[src/rtl/pipe_hazard_ctrl_pkg.sv]
// -----------------------------------------------------------------------------
// pipe_hazard_ctrl_pkg
// Shared definitions for the 5-stage core hazard/sequencing controller:
//   - controller FSM state encoding
//   - default performance-counter width
//   - load-use hazard detection helper
// -----------------------------------------------------------------------------
package pipe_hazard_ctrl_pkg;

    // Controller states. The encodings are fixed so that debug taps and
    // waveform decoders can rely on them.
    typedef enum logic [1:0] {
        ST_RUN       = 2'd0,
        ST_LSU_WAIT  = 2'd1,
        ST_CSR_DRAIN = 2'd2
    } hz_state_e;

    localparam int unsigned CNT_W_DEFAULT = 32;

    // True when the instruction in ID needs a register that the load in EXE
    // has not produced yet. x0 is never a real dependency.
    function automatic logic load_use_hazard(
        input logic       exe_load,
        input logic       exe_rd_en,
        input logic [4:0] exe_rd_idx,
        input logic       rs1_en,
        input logic [4:0] rs1_idx,
        input logic       rs2_en,
        input logic [4:0] rs2_idx
    );
        logic rs1_hit;
        logic rs2_hit;
        rs1_hit = rs1_en && (rs1_idx == exe_rd_idx);
        rs2_hit = rs2_en && (rs2_idx == exe_rd_idx);
        return exe_load && exe_rd_en && (exe_rd_idx != 5'd0) && (rs1_hit || rs2_hit);
    endfunction

endpackage

[src/rtl/pipe_hazard_ctrl_if.sv]
// -----------------------------------------------------------------------------
// pipe_hazard_ctrl_if
// Bundle between the pipeline datapath and the hazard controller.
//   Decode side (ID):   id_rs1_en, id_rs2_en, id_rs1_idx, id_rs2_idx
//   Execute side (EXE): exe_load, exe_ls, exe_csr, exe_rd_en, exe_rd_idx,
//                       exe_redirect, exe_target
//   LSU handshake:      lsu_ready
//   Controls out:       pc_hold, if_id_hold, if_id_flush, id_exe_hold,
//                       lu_flush, b_flush, exe_mem_hold,
//                       redirect_valid, redirect_pc
//   Status out:         lsu_timeout_err, stall_cnt, flush_cnt
// Modports:
//   slave  - the hazard controller (consumes status, drives controls)
//   master - the pipeline side (drives status, consumes controls)
// -----------------------------------------------------------------------------
interface pipe_hazard_ctrl_if #(
    parameter int unsigned CNT_W = 32
);
    logic             id_rs1_en;
    logic             id_rs2_en;
    logic [4:0]       id_rs1_idx;
    logic [4:0]       id_rs2_idx;
    logic             exe_load;
    logic             exe_ls;
    logic             exe_csr;
    logic             exe_rd_en;
    logic [4:0]       exe_rd_idx;
    logic             exe_redirect;
    logic [31:0]      exe_target;
    logic             lsu_ready;

    logic             pc_hold;
    logic             if_id_hold;
    logic             if_id_flush;
    logic             id_exe_hold;
    logic             lu_flush;
    logic             b_flush;
    logic             exe_mem_hold;
    logic             redirect_valid;
    logic [31:0]      redirect_pc;
    logic             lsu_timeout_err;
    logic [CNT_W-1:0] stall_cnt;
    logic [CNT_W-1:0] flush_cnt;

    modport slave (
        input  id_rs1_en, id_rs2_en, id_rs1_idx, id_rs2_idx,
               exe_load, exe_ls, exe_csr, exe_rd_en, exe_rd_idx,
               exe_redirect, exe_target, lsu_ready,
        output pc_hold, if_id_hold, if_id_flush, id_exe_hold,
               lu_flush, b_flush, exe_mem_hold,
               redirect_valid, redirect_pc,
               lsu_timeout_err, stall_cnt, flush_cnt
    );

    modport master (
        output id_rs1_en, id_rs2_en, id_rs1_idx, id_rs2_idx,
               exe_load, exe_ls, exe_csr, exe_rd_en, exe_rd_idx,
               exe_redirect, exe_target, lsu_ready,
        input  pc_hold, if_id_hold, if_id_flush, id_exe_hold,
               lu_flush, b_flush, exe_mem_hold,
               redirect_valid, redirect_pc,
               lsu_timeout_err, stall_cnt, flush_cnt
    );
endinterface

[src/rtl/pipe_hazard_ctrl_perf_cnt.sv]
// -----------------------------------------------------------------------------
// perf_cnt
// Free-running event counter: adds one on every clock where i_en is high.
// Wraps modulo 2^CNT_W. Asynchronous active-low reset to zero.
//   clk   - core clock
//   rstn  - asynchronous active-low reset
//   i_en  - count this cycle
//   o_cnt - current count
// -----------------------------------------------------------------------------
module perf_cnt #(
    parameter int unsigned CNT_W = 32
) (
    input  logic             clk,
    input  logic             rstn,
    input  logic             i_en,
    output logic [CNT_W-1:0] o_cnt
);
    logic [CNT_W-1:0] r_cnt;

    always_ff @(posedge clk or negedge rstn) begin
        if (!rstn) begin
            r_cnt <= '0;
        end else if (i_en) begin
            r_cnt <= r_cnt + 1'b1;
        end
    end

    assign o_cnt = r_cnt;
endmodule

[src/rtl/pipe_hazard_ctrl.sv]
// -----------------------------------------------------------------------------
// pipe_hazard_ctrl
// Central hazard and sequencing controller for the 5-stage core. Produces the
// hold/flush controls for PC, IF/ID, ID/EXE and EXE/MEM, serialises CSR
// accesses, waits on (and watchdogs) the LSU handshake and counts stall and
// branch-flush cycles.
// Ports:
//   clk   - core clock
//   rstn  - asynchronous active-low reset
//   bus   - pipe_hazard_ctrl_if.slave: decode/execute status in,
//           pipeline controls, watchdog error and perf counters out
// Parameters:
//   CSR_DRAIN_CYC - extra stall cycles after a CSR reaches EXE (1..15)
//   LSU_TIMEOUT   - LSU_WAIT cycles tolerated before the watchdog fires
//   CNT_W         - perf-counter width (must match the interface CNT_W)
// -----------------------------------------------------------------------------
module pipe_hazard_ctrl
    import pipe_hazard_ctrl_pkg::*;
#(
    parameter int unsigned CSR_DRAIN_CYC = 2,
    parameter int unsigned LSU_TIMEOUT   = 255,
    parameter int unsigned CNT_W         = CNT_W_DEFAULT
) (
    input  logic              clk,
    input  logic              rstn,
    pipe_hazard_ctrl_if.slave bus
);
    localparam logic [3:0] DRAIN_INIT = 4'(CSR_DRAIN_CYC);
    localparam logic [7:0] WAIT_LIMIT = 8'(LSU_TIMEOUT);

    hz_state_e   r_state;
    hz_state_e   w_state_next;
    logic [3:0]  r_drain_cnt;
    logic [3:0]  w_drain_next;
    logic [7:0]  r_wait_cnt;
    logic [7:0]  w_wait_next;
    logic        r_timeout_err;
    logic        w_timeout_set;

    logic        w_lu;
    logic        w_pc_hold;
    logic        w_if_id_hold;
    logic        w_if_id_flush;
    logic        w_id_exe_hold;
    logic        w_lu_flush;
    logic        w_b_flush;
    logic        w_exe_mem_hold;
    logic        w_redirect_valid;
    logic [31:0] w_redirect_pc;

    assign w_lu = load_use_hazard(bus.exe_load, bus.exe_rd_en, bus.exe_rd_idx,
                                  bus.id_rs1_en, bus.id_rs1_idx,
                                  bus.id_rs2_en, bus.id_rs2_idx);

    // -------------------------------------------------------------------------
    // State and counters
    // -------------------------------------------------------------------------
    always_ff @(posedge clk or negedge rstn) begin
        if (!rstn) begin
            r_state       <= ST_RUN;
            r_drain_cnt   <= '0;
            r_wait_cnt    <= '0;
            r_timeout_err <= 1'b0;
        end else begin
            r_state     <= w_state_next;
            r_drain_cnt <= w_drain_next;
            r_wait_cnt  <= w_wait_next;
            if (w_timeout_set) begin
                r_timeout_err <= 1'b1;
            end
        end
    end

    // -------------------------------------------------------------------------
    // Next state and control outputs
    // -------------------------------------------------------------------------
    always_comb begin
        w_state_next     = r_state;
        w_drain_next     = r_drain_cnt;
        w_wait_next      = r_wait_cnt;
        w_timeout_set    = 1'b0;
        w_pc_hold        = 1'b0;
        w_if_id_hold     = 1'b0;
        w_if_id_flush    = 1'b0;
        w_id_exe_hold    = 1'b0;
        w_lu_flush       = 1'b0;
        w_b_flush        = 1'b0;
        w_exe_mem_hold   = 1'b0;
        w_redirect_valid = 1'b0;
        w_redirect_pc    = 32'd0;

        unique case (r_state)
            ST_RUN: begin
                if (bus.exe_redirect) begin
                    // Wrong-path instructions in IF/ID and ID are squashed;
                    // any load-use or CSR stall would only delay the restart.
                    w_b_flush        = 1'b1;
                    w_if_id_flush    = 1'b1;
                    w_redirect_valid = 1'b1;
                    w_redirect_pc    = bus.exe_target;
                end else if (bus.exe_ls && !bus.lsu_ready) begin
                    // Freeze the whole front of the pipe; the ID instruction
                    // is held rather than bubbled, so no lu_flush here.
                    w_pc_hold      = 1'b1;
                    w_if_id_hold   = 1'b1;
                    w_id_exe_hold  = 1'b1;
                    w_exe_mem_hold = 1'b1;
                    w_state_next   = ST_LSU_WAIT;
                    w_wait_next    = 8'd1;
                end else if (bus.exe_csr) begin
                    w_pc_hold    = 1'b1;
                    w_if_id_hold = 1'b1;
                    w_lu_flush   = 1'b1;
                    w_state_next = ST_CSR_DRAIN;
                    w_drain_next = DRAIN_INIT;
                end else if (w_lu) begin
                    w_pc_hold    = 1'b1;
                    w_if_id_hold = 1'b1;
                    w_lu_flush   = 1'b1;
                end
            end

            ST_LSU_WAIT: begin
                // EXE is frozen, so exe_redirect is intentionally not looked
                // at; it is seen again once the access completes.
                w_pc_hold      = 1'b1;
                w_if_id_hold   = 1'b1;
                w_id_exe_hold  = 1'b1;
                w_exe_mem_hold = 1'b1;
                if (bus.lsu_ready) begin
                    w_state_next = ST_RUN;
                    w_wait_next  = 8'd0;
                end else if (r_wait_cnt >= WAIT_LIMIT) begin
                    w_timeout_set = 1'b1;
                    w_state_next  = ST_RUN;
                    w_wait_next   = 8'd0;
                end else begin
                    w_wait_next = r_wait_cnt + 8'd1;
                end
            end

            ST_CSR_DRAIN: begin
                w_pc_hold    = 1'b1;
                w_if_id_hold = 1'b1;
                w_lu_flush   = 1'b1;
                // Exits on the cycle the counter shows 1, giving
                // CSR_DRAIN_CYC drain cycles after the entry cycle.
                if (r_drain_cnt <= 4'd1) begin
                    w_state_next = ST_RUN;
                    w_drain_next = 4'd0;
                end else begin
                    w_drain_next = r_drain_cnt - 4'd1;
                end
            end

            default: begin
                w_state_next = ST_RUN;
            end
        endcase
    end

    // -------------------------------------------------------------------------
    // Outputs: forced quiet while reset is asserted
    // -------------------------------------------------------------------------
    assign bus.pc_hold         = rstn & w_pc_hold;
    assign bus.if_id_hold      = rstn & w_if_id_hold;
    assign bus.if_id_flush     = rstn & w_if_id_flush;
    assign bus.id_exe_hold     = rstn & w_id_exe_hold;
    assign bus.lu_flush        = rstn & w_lu_flush;
    assign bus.b_flush         = rstn & w_b_flush;
    assign bus.exe_mem_hold    = rstn & w_exe_mem_hold;
    assign bus.redirect_valid  = rstn & w_redirect_valid;
    assign bus.redirect_pc     = {32{rstn}} & w_redirect_pc;
    assign bus.lsu_timeout_err = r_timeout_err;

    // -------------------------------------------------------------------------
    // Performance counters: [0] stall cycles, [1] branch-flush cycles
    // -------------------------------------------------------------------------
    logic [1:0]       w_cnt_en;
    logic [CNT_W-1:0] w_cnt_val [2];

    assign w_cnt_en = {bus.b_flush, bus.pc_hold};

    generate
        for (genvar gi = 0; gi < 2; gi++) begin : g_perf
            perf_cnt #(
                .CNT_W (CNT_W)
            ) u_perf_cnt (
                .clk   (clk),
                .rstn  (rstn),
                .i_en  (w_cnt_en[gi]),
                .o_cnt (w_cnt_val[gi])
            );
        end
    endgenerate

    assign bus.stall_cnt = w_cnt_val[0];
    assign bus.flush_cnt = w_cnt_val[1];

    // Decode never marks one instruction as both a memory access and a CSR.
    a_ls_csr_exclusive: assert property (
        @(posedge clk) disable iff (!rstn) !(bus.exe_ls && bus.exe_csr)
    );

endmodule

[src/flat_wrapper.sv]
// flat-port wrapper written by rule: the top's interface ports become plain ports
module pipe_hazard_ctrl_flat import pipe_hazard_ctrl_pkg::*;
#(
    parameter int unsigned CSR_DRAIN_CYC = 2,
    parameter int unsigned LSU_TIMEOUT   = 255,
    parameter int unsigned CNT_W         = CNT_W_DEFAULT
)
  (clk, rstn, bus_id_rs1_en, bus_id_rs2_en, bus_id_rs1_idx, bus_id_rs2_idx, bus_exe_load, bus_exe_ls, bus_exe_csr, bus_exe_rd_en, bus_exe_rd_idx, bus_exe_redirect, bus_exe_target, bus_lsu_ready, bus_pc_hold, bus_if_id_hold, bus_if_id_flush, bus_id_exe_hold, bus_lu_flush, bus_b_flush, bus_exe_mem_hold, bus_redirect_valid, bus_redirect_pc, bus_lsu_timeout_err, bus_stall_cnt, bus_flush_cnt);
  pipe_hazard_ctrl_if #(.CNT_W(CNT_W)) bus_i ();
  input  logic clk;
  input  logic rstn;
  input wire logic [$bits(bus_i.id_rs1_en)-1:0] bus_id_rs1_en;
  input wire logic [$bits(bus_i.id_rs2_en)-1:0] bus_id_rs2_en;
  input wire logic [$bits(bus_i.id_rs1_idx)-1:0] bus_id_rs1_idx;
  input wire logic [$bits(bus_i.id_rs2_idx)-1:0] bus_id_rs2_idx;
  input wire logic [$bits(bus_i.exe_load)-1:0] bus_exe_load;
  input wire logic [$bits(bus_i.exe_ls)-1:0] bus_exe_ls;
  input wire logic [$bits(bus_i.exe_csr)-1:0] bus_exe_csr;
  input wire logic [$bits(bus_i.exe_rd_en)-1:0] bus_exe_rd_en;
  input wire logic [$bits(bus_i.exe_rd_idx)-1:0] bus_exe_rd_idx;
  input wire logic [$bits(bus_i.exe_redirect)-1:0] bus_exe_redirect;
  input wire logic [$bits(bus_i.exe_target)-1:0] bus_exe_target;
  input wire logic [$bits(bus_i.lsu_ready)-1:0] bus_lsu_ready;
  output wire logic [$bits(bus_i.pc_hold)-1:0] bus_pc_hold;
  output wire logic [$bits(bus_i.if_id_hold)-1:0] bus_if_id_hold;
  output wire logic [$bits(bus_i.if_id_flush)-1:0] bus_if_id_flush;
  output wire logic [$bits(bus_i.id_exe_hold)-1:0] bus_id_exe_hold;
  output wire logic [$bits(bus_i.lu_flush)-1:0] bus_lu_flush;
  output wire logic [$bits(bus_i.b_flush)-1:0] bus_b_flush;
  output wire logic [$bits(bus_i.exe_mem_hold)-1:0] bus_exe_mem_hold;
  output wire logic [$bits(bus_i.redirect_valid)-1:0] bus_redirect_valid;
  output wire logic [$bits(bus_i.redirect_pc)-1:0] bus_redirect_pc;
  output wire logic [$bits(bus_i.lsu_timeout_err)-1:0] bus_lsu_timeout_err;
  output wire logic [$bits(bus_i.stall_cnt)-1:0] bus_stall_cnt;
  output wire logic [$bits(bus_i.flush_cnt)-1:0] bus_flush_cnt;
  assign bus_i.id_rs1_en = bus_id_rs1_en;
  assign bus_i.id_rs2_en = bus_id_rs2_en;
  assign bus_i.id_rs1_idx = bus_id_rs1_idx;
  assign bus_i.id_rs2_idx = bus_id_rs2_idx;
  assign bus_i.exe_load = bus_exe_load;
  assign bus_i.exe_ls = bus_exe_ls;
  assign bus_i.exe_csr = bus_exe_csr;
  assign bus_i.exe_rd_en = bus_exe_rd_en;
  assign bus_i.exe_rd_idx = bus_exe_rd_idx;
  assign bus_i.exe_redirect = bus_exe_redirect;
  assign bus_i.exe_target = bus_exe_target;
  assign bus_i.lsu_ready = bus_lsu_ready;
  assign bus_pc_hold = bus_i.pc_hold;
  assign bus_if_id_hold = bus_i.if_id_hold;
  assign bus_if_id_flush = bus_i.if_id_flush;
  assign bus_id_exe_hold = bus_i.id_exe_hold;
  assign bus_lu_flush = bus_i.lu_flush;
  assign bus_b_flush = bus_i.b_flush;
  assign bus_exe_mem_hold = bus_i.exe_mem_hold;
  assign bus_redirect_valid = bus_i.redirect_valid;
  assign bus_redirect_pc = bus_i.redirect_pc;
  assign bus_lsu_timeout_err = bus_i.lsu_timeout_err;
  assign bus_stall_cnt = bus_i.stall_cnt;
  assign bus_flush_cnt = bus_i.flush_cnt;
  pipe_hazard_ctrl #(.CSR_DRAIN_CYC(CSR_DRAIN_CYC), .LSU_TIMEOUT(LSU_TIMEOUT), .CNT_W(CNT_W)) u_core (.clk(clk), .rstn(rstn), .bus(bus_i));
endmodule
[config.mk]
export PLATFORM = sky130hd
export DESIGN_NAME = pipe_hazard_ctrl_flat
export DESIGN_NICKNAME = d
export VERILOG_FILES = /design/src/rtl/pipe_hazard_ctrl_pkg.sv /design/src/rtl/pipe_hazard_ctrl_if.sv /design/src/rtl/pipe_hazard_ctrl_perf_cnt.sv /design/src/rtl/pipe_hazard_ctrl.sv /design/src/flat_wrapper.sv
export SDC_FILE = /design/constraint.sdc
export NUM_CORES = 1
export LEC_CHECK = 0
export ABC_AREA = 1
export CAP_MARGIN = 0
export CORE_ASPECT_RATIO = 0.6
export CORE_UTILIZATION = 40
export DETAILED_ROUTE_END_ITERATION = 10
export HOLD_SLACK_MARGIN = 0.02
export PLACE_DENSITY_LB_ADDON = 0.3
export REMOVE_ABC_BUFFERS = 1
export SYNTH_ARGS = -nofsm -noshare
export SYNTH_HDL_FRONTEND = slang
export SYNTH_SLANG_ARGS = --single-unit
[constraint.sdc]
create_clock -name clk -period 2.3 [get_ports clk]
set_input_delay 0.46 -clock clk [delete_from_list [all_inputs] [get_ports clk]]
set_output_delay 0.46 -clock clk [all_outputs]
set_load 0.005 [all_outputs]
=== Yosys cells after proc, flatten, opt, wreduce, memory -nomap -nowiden ===
Cells that the tools add are included.

* Bitwise logic cells: 5
* Equality and inequality tests: 11
* Add/subtract/negate cells: 4
* Reductions and logical operators: 16
* Magnitude comparators: 2
* Multiplexer cells: 35

{| class="wikitable"
|+ Operators by type and width
! cell !! count
|-
| 32-bit by 1-bit adder with 32-bit output, second input constant || 2
|-
| 32-bit two-way mux || 2
|-
| 32-bit AND || 1
|-
| 8-bit two-way mux || 4
|-
| 4-bit two-way mux || 4
|-
| 8-bit one-hot mux with 2 select lines || 1
|-
| 1-bit two-way mux || 13
|-
| 2-bit two-way mux || 6
|-
| 5-bit == test || 2
|-
| 8-bit by 1-bit adder with 8-bit output, second input constant || 1
|-
| 8-bit >= comparator, second input constant || 1
|-
| 4-bit one-hot mux with 2 select lines || 1
|-
| 4-bit AND reduction || 2
|-
| 1-bit logical AND || 6
|-
| 2-bit != test, second input constant || 3
|-
| 3-bit by 2-bit != test with 1-bit output, second input constant || 2
|-
| 1-bit one-hot mux with 2 select lines || 3
|-
| 2-bit one-hot mux with 3 select lines || 1
|-
| 5-bit nonzero test || 1
|-
| 1-bit AND || 4
|-
| 4-bit by 1-bit less-or-equal comparator with 1-bit output, second input constant || 1
|-
| 2-bit by 1-bit != test with 1-bit output, second input constant || 2
|-
| 2-bit nonzero test || 2
|-
| 4-bit by 1-bit subtractor with 4-bit output, second input constant || 1
|-
| 7 further kinds || 7
|}

* Input bits: 57
* Bits in registers: 79
* Output and inout port bits: 105

=== Depth between registers and ports, before layout ===
* Depth in word-level cells: 10
* Gate-level depth with buffers: 14
* Gate-level depth less buffers: 13

=== By module ===
From an unflattened synthesis, not the netlist that was laid out.

* Cell total of the unflattened synthesis: 722
* Area total of the unflattened synthesis: 5076.1 sq um

{| class="wikitable"
|+ Modules (own cells, without submodules)
! module !! times used !! area an instance (sq um) !! cells an instance
|-
| perf_cnt (u_core.g_perf[1].u_perf_cnt) || 1 || 1808.0 || 233
|-
| perf_cnt (u_core.g_perf[0].u_perf_cnt) || 1 || 1761.7 || 229
|-
| pipe_hazard_ctrl || 1 || 1506.4 || 260
|}

=== Worst setup path before layout ===
No wires, ideal clock.

* Path kind: flip-flop to output port
* Start point: reg u_core.r_state[0]
* End point: out bus_pc_hold
* Setup slack: 0.146 ns
* Data arrival time: 1.694 ns
* Cell stages (with the launch flop): 11
* Path buffers: 2
* Path through: dfrtp_1 inv_1 ha_1 inv_2 nor2_2 a21oi_1 nand2_1 nand3_1 buf_2 inv_2 buf_4

* Word-level cells in the longest chain between the ends: 4
* Elaborated cells between the ends (all ways): 6
* Classes of those cells: eq/ne: 2; mux: 1; bitwise: 1; reduce/logical: 2

{| class="wikitable"
|+ Ends and longest elaborated chain
! element !! RTL line !! RTL
|-
| from (decl) || pipe_hazard_ctrl.sv:31 || <nowiki>hz_state_e r_state;</nowiki>
|-
| from (signal assigned) || pipe_hazard_ctrl.sv:65 || <nowiki>r_state <= w_state_next;</nowiki>
|-
| 2-bit by 1-bit == test with 1-bit output or 2-bit == test (tied branches) || -- ||
|-
| 2-bit OR reduction (no source line) || -- ||
|-
| 1-bit one-hot mux with 2 select lines * || -- ||
|-
| 1-bit AND * || -- ||
|-
| to (decl) || flat_wrapper.sv:24 || <nowiki>output wire logic [$bits(bus_i.pc_hold)-1:0] bus_pc_hold;</nowiki>
|}

Mark *: on every way between the ends. The rest lies on a longest branch, timed or not.

=== Worst setup path in the final report ===
* Start point: reg u_core.r_state[1]
* End point: out bus_exe_mem_hold

* Word-level cells in the longest chain between the ends: 3
* Elaborated cells between the ends (all ways): 4
* Classes of those cells: eq/ne: 1; mux: 1; bitwise: 1; reduce/logical: 1

{| class="wikitable"
|+ Ends and longest elaborated chain
! element !! RTL line !! RTL
|-
| 2-bit by 1-bit == test with 1-bit output or 2-bit zero test (tied branches) || pipe_hazard_ctrl.sv:92 || <nowiki>unique case (r_state)</nowiki>
|-
| 1-bit one-hot mux with 2 select lines * || pipe_hazard_ctrl.sv:92 ||
|-
| 1-bit AND * || pipe_hazard_ctrl.sv:171 || <nowiki>assign bus.exe_mem_hold = rstn & w_exe_mem_hold;</nowiki>
|-
| to (decl) || flat_wrapper.sv:30 || <nowiki>output wire logic [$bits(bus_i.exe_mem_hold)-1:0] bus_exe_mem_hold;</nowiki>
|}

Marks and branches as above.

==> results.py <==
metrics = {
    "power_and_ir_drop": {
        "power_leakage_uw": 0.00401,
        "peakVddDrop_mv": 0.583,
        "power.total_uw": 5430,
        "powerDensity_nw_per_um2": 683,
    },
    "cts": {
        "cts_buffers": 9,
        "clock_path_buffers": 2,
        "clockRootBuffer": "clkbuf_16",
        "clk_pin_slew_ns": 0.06,
        "htree_levels": 3,
        "clkSinkCount": 79,
        "clkLatencyLatePin_ns": 0.33,
        "cts_tree": "built",
    },
    "logic_synthesis": {
        "yosysWarnings": 0,
        "synth_seq_area_share_pct": 36.1,
        "synth_area_sq_um": 5480,
        "syn_area_per_cell_sq_um": 6.81,
        "synthCells": 804,
        "synth.ff_latch_count": 79,
        "synthDistinctLibCells": 36,
    },
    "sta": {
        "slew_violations": 0,
        "finalClockSkew_ns": 0.00717,
        "slew_headroom_pct": 49.7,
        "min_period_ns": 2.24,
        "min_period_over_period_pct": 97.3,
        "max_slew.worst_pin.slew_ns": 0.748,
        "setup_viol": 0,
        "fmax_mhz": 447,
        "finalWorstSetupSlack_ns": 0.0626,
        "hold_viol": 0,
        "rsz0062_at_grt": "yes",
    },
    "layout": {
        "final_cell_mix": "nand2_1, inv_1, clkdlybuf4s50_1, nor2_1, dfrtp_1",
        "finish.utilization_pct": 60.7,
        "final_cell_count_no_fill": 1181,
        "diodes": 0,
        "postLayoutCellArea_sq_um": 7950,
        "drive_gt1_share_pct": 14.4,
        "syn_to_final_growth_pct": 45.1,
        "final_common_cell": "nand2_1",
        "nets": 1073,
        "fillers": 1213,
        "multi_input_area_sq_um": 2970,
        "regArea_sq_um": 1980,
    },
    "routing": {
        "wire_per_inst_microns": 14.2,
        "drc": 0,
        "drt_iter0_markers": 487,
        "vias_per_cell": 4.99,
        "num_vias": 5898,
        "ant_nets": 0,
        "wl_microns": 16700,
        "first_pass_iters": 5,
    },
    "setup_path": {
        "slowest_delay_ns": 0.39,
        "rr_worst_depth": 14,
        "cp_max_fo": 3,
        "path_delay_family": "buffers and inverters",
        "crit_buf_inv": 5,
        "criticalPathCategory": "flop to output pin",
        "path_depth": 9,
        "critPathLaunchType": "flop",
        "endpoint_kind": "output pin",
        "crit_chain": "inv_2 -> ha_4 -> buf_4 -> inv_2 -> nor2_4 -> buf_4 -> nand2_1 -> a21oi_2 -> dlygate4sd2_1",
        "cp_slowest_cell": "dfrtp_1",
        "worstPathArrival_ns": 1.78,
        "critical_path_required_ns": 1.84,
    },
    "hold_path": {
        "hold_path_class": "primary input to asynchronous set/reset pin",
    },
    "global_routing": {
        "grt_max_degree": 51,
        "grt_use_met1_pct": 38.1,
        "grt_pass1_wl_microns": 27400,
        "grtUsageMet3_pct": 6.04,
        "grt_pass1_vias": 5436,
        "overflow": 0,
        "grt_use_met2_pct": 33.0,
        "top_usage_layer": "met1",
        "antenna_found_initial": 0,
        "track_usage_pct": 24.6,
    },
    "place": {
        "io_buffers": 161,
        "dpl.hpwl_microns": 12600,
        "dp_cells": 1151,
        "gp_congestion": 0.977,
        "dpl-instance-area_sq_um": 7490,
        "dp_slack_ns": -0.679,
    },
    "outcome": {
        "outcome": "completed",
    },
    "floorplanning": {
        "core_sq_um": 13100,
        "dieArea_sq_um": 14200,
        "die_h_microns": 92.6,
        "io_pins": 162,
        "rows": 32,
        "dieWidth_microns": 153,
        "initial_core_util_pct": 41.8,
    },
    "job": {
        "cap_violations": 0,
    },
}
flip-flops by register name, indices dropped and copies added, names as in the netlist:
signal                          count
u_core.r_drain_cnt                  4
u_core.r_wait_cnt                   8
u_core.bus.lsu_timeout_err          1
u_core.r_state                      2
u_core.g_perf.u_perf_cnt.o_cnt     64
final cells by class:
type / instances / area share, %
well taps: 170 / 2.68
inverters: 135 / 6.37
flip-flops and latches: 79 / 24.9
clock buffers: 12 / 3.35
clock inverters: 3 / 0.819
multi-input cells: 566 / 37.3
repair buffers: 216 / 24.6
metrics by stage:
step / hold slack, ns / setup TNS [ns]
6_report: 0.179 / 0
5_1_grt: 0.172 / -0.219
3_5_place_dp: 0.317 / -13.44
4_1_cts: 0.165 / -0.0754
3_3_place_gp: 0.317 / -11.92
2_1_floorplan: 0.164 / -7.74
power breakdown:
group / total, uW / switching (uW) / internal [uW]
clock network: 1590 / 555 / 1030
logic: 2120 / 1230 / 893
registers: 1720 / 182 / 1540
metal layers:
layer	wire, microns	share of wire, %	vias to the layer above
li1	-	-	2925
met3	1370	8.2	18
met5	0	0	-
met1	8720	52	2724
met4	193	1.2	0
met2	6440	39	231
timing repair:
action                                  4_1_cts  5_1_grt
setup buffers                                 6        7
pin swaps                                    11       14
endpoints found under the setup margin       40       23
hold buffers                                  1        0
resized for setup                           110       24
gates cloned                                  1        0
endpoints found under the hold margin         3        0
cells by family (layout without fill, tap and decap cells):
family	count (synthesis)	in the layout	synth area share [%]
AOI/OAI and AO/OA	24	24	2.33
xor gates and xnor gates	42	42	6.72
adders and majority gates	9	9	2.06
buffers and inverters	159	366	11.4
DFF	79	79	36.1
and+or+nand+nor	491	491	41.4
synth_stat cells:
| library cell | count | area, sq um |
|---|---|---|
| nand3_1 | 45 | 225 |
| nand3_2 | 2 | 20.0 |
| nand2_1 | 221 | 830 |
| nor2_1 | 107 | 402 |
| buf_1 | 1 | 3.75 |
| xor2_1 | 23 | 201 |
| o21bai_1 | 1 | 7.51 |
| nand3_4 | 2 | 35.0 |
| inv_1 | 116 | 435 |
| nor2_4 | 4 | 45.0 |
| nor3_2 | 4 | 40.0 |
| inv_2 | 18 | 67.6 |
| o21ai_1 | 4 | 20.0 |
| dfrtp_1 | 79 | 1980 |
| o21ai_2 | 1 | 8.76 |
| nor2_8 | 1 | 20.0 |
| clkbuf_1 | 10 | 37.5 |
| clkinv_1 | 1 | 3.75 |
| o21ai_0 | 6 | 30.0 |
| nand4_4 | 1 | 21.3 |
| nand4_1 | 55 | 344 |
| nor3_1 | 27 | 135 |
| and3_1 | 4 | 25.0 |
| a31oi_1 | 1 | 6.26 |
| xnor2_1 | 19 | 166 |
| and3b_1 | 1 | 8.76 |
| nand3b_1 | 2 | 15.0 |
| nand4_2 | 1 | 12.5 |
| buf_4 | 5 | 37.5 |
| nor3b_1 | 1 | 7.51 |
| ha_1 | 9 | 113 |
| nor2_2 | 7 | 43.8 |
| nor4_1 | 1 | 6.26 |
| a21oi_1 | 11 | 55.1 |
| buf_2 | 8 | 40.0 |
| nand2_2 | 5 | 31.3 |
final timing paths:
path / startpoint / to / slack [ns]
setup / recovery: u_core.r_state[1] / bus_exe_mem_hold / 0.06
hold / removal: rstn / u_core.r_drain_cnt[2] / 0.18
setup reg to reg: u_core.r_state[1] / u_core.g_perf[1].u_perf_cnt.o_cnt[25] / 0.06
hold reg to reg: u_core.bus.lsu_timeout_err / u_core.bus.lsu_timeout_err / 0.51
max in group asynchronous: rstn / u_core.r_wait_cnt[6] / 1.50
min in group clk: u_core.bus.lsu_timeout_err / u_core.bus.lsu_timeout_err / 0.51
Power figures use the tool's default switching activity.
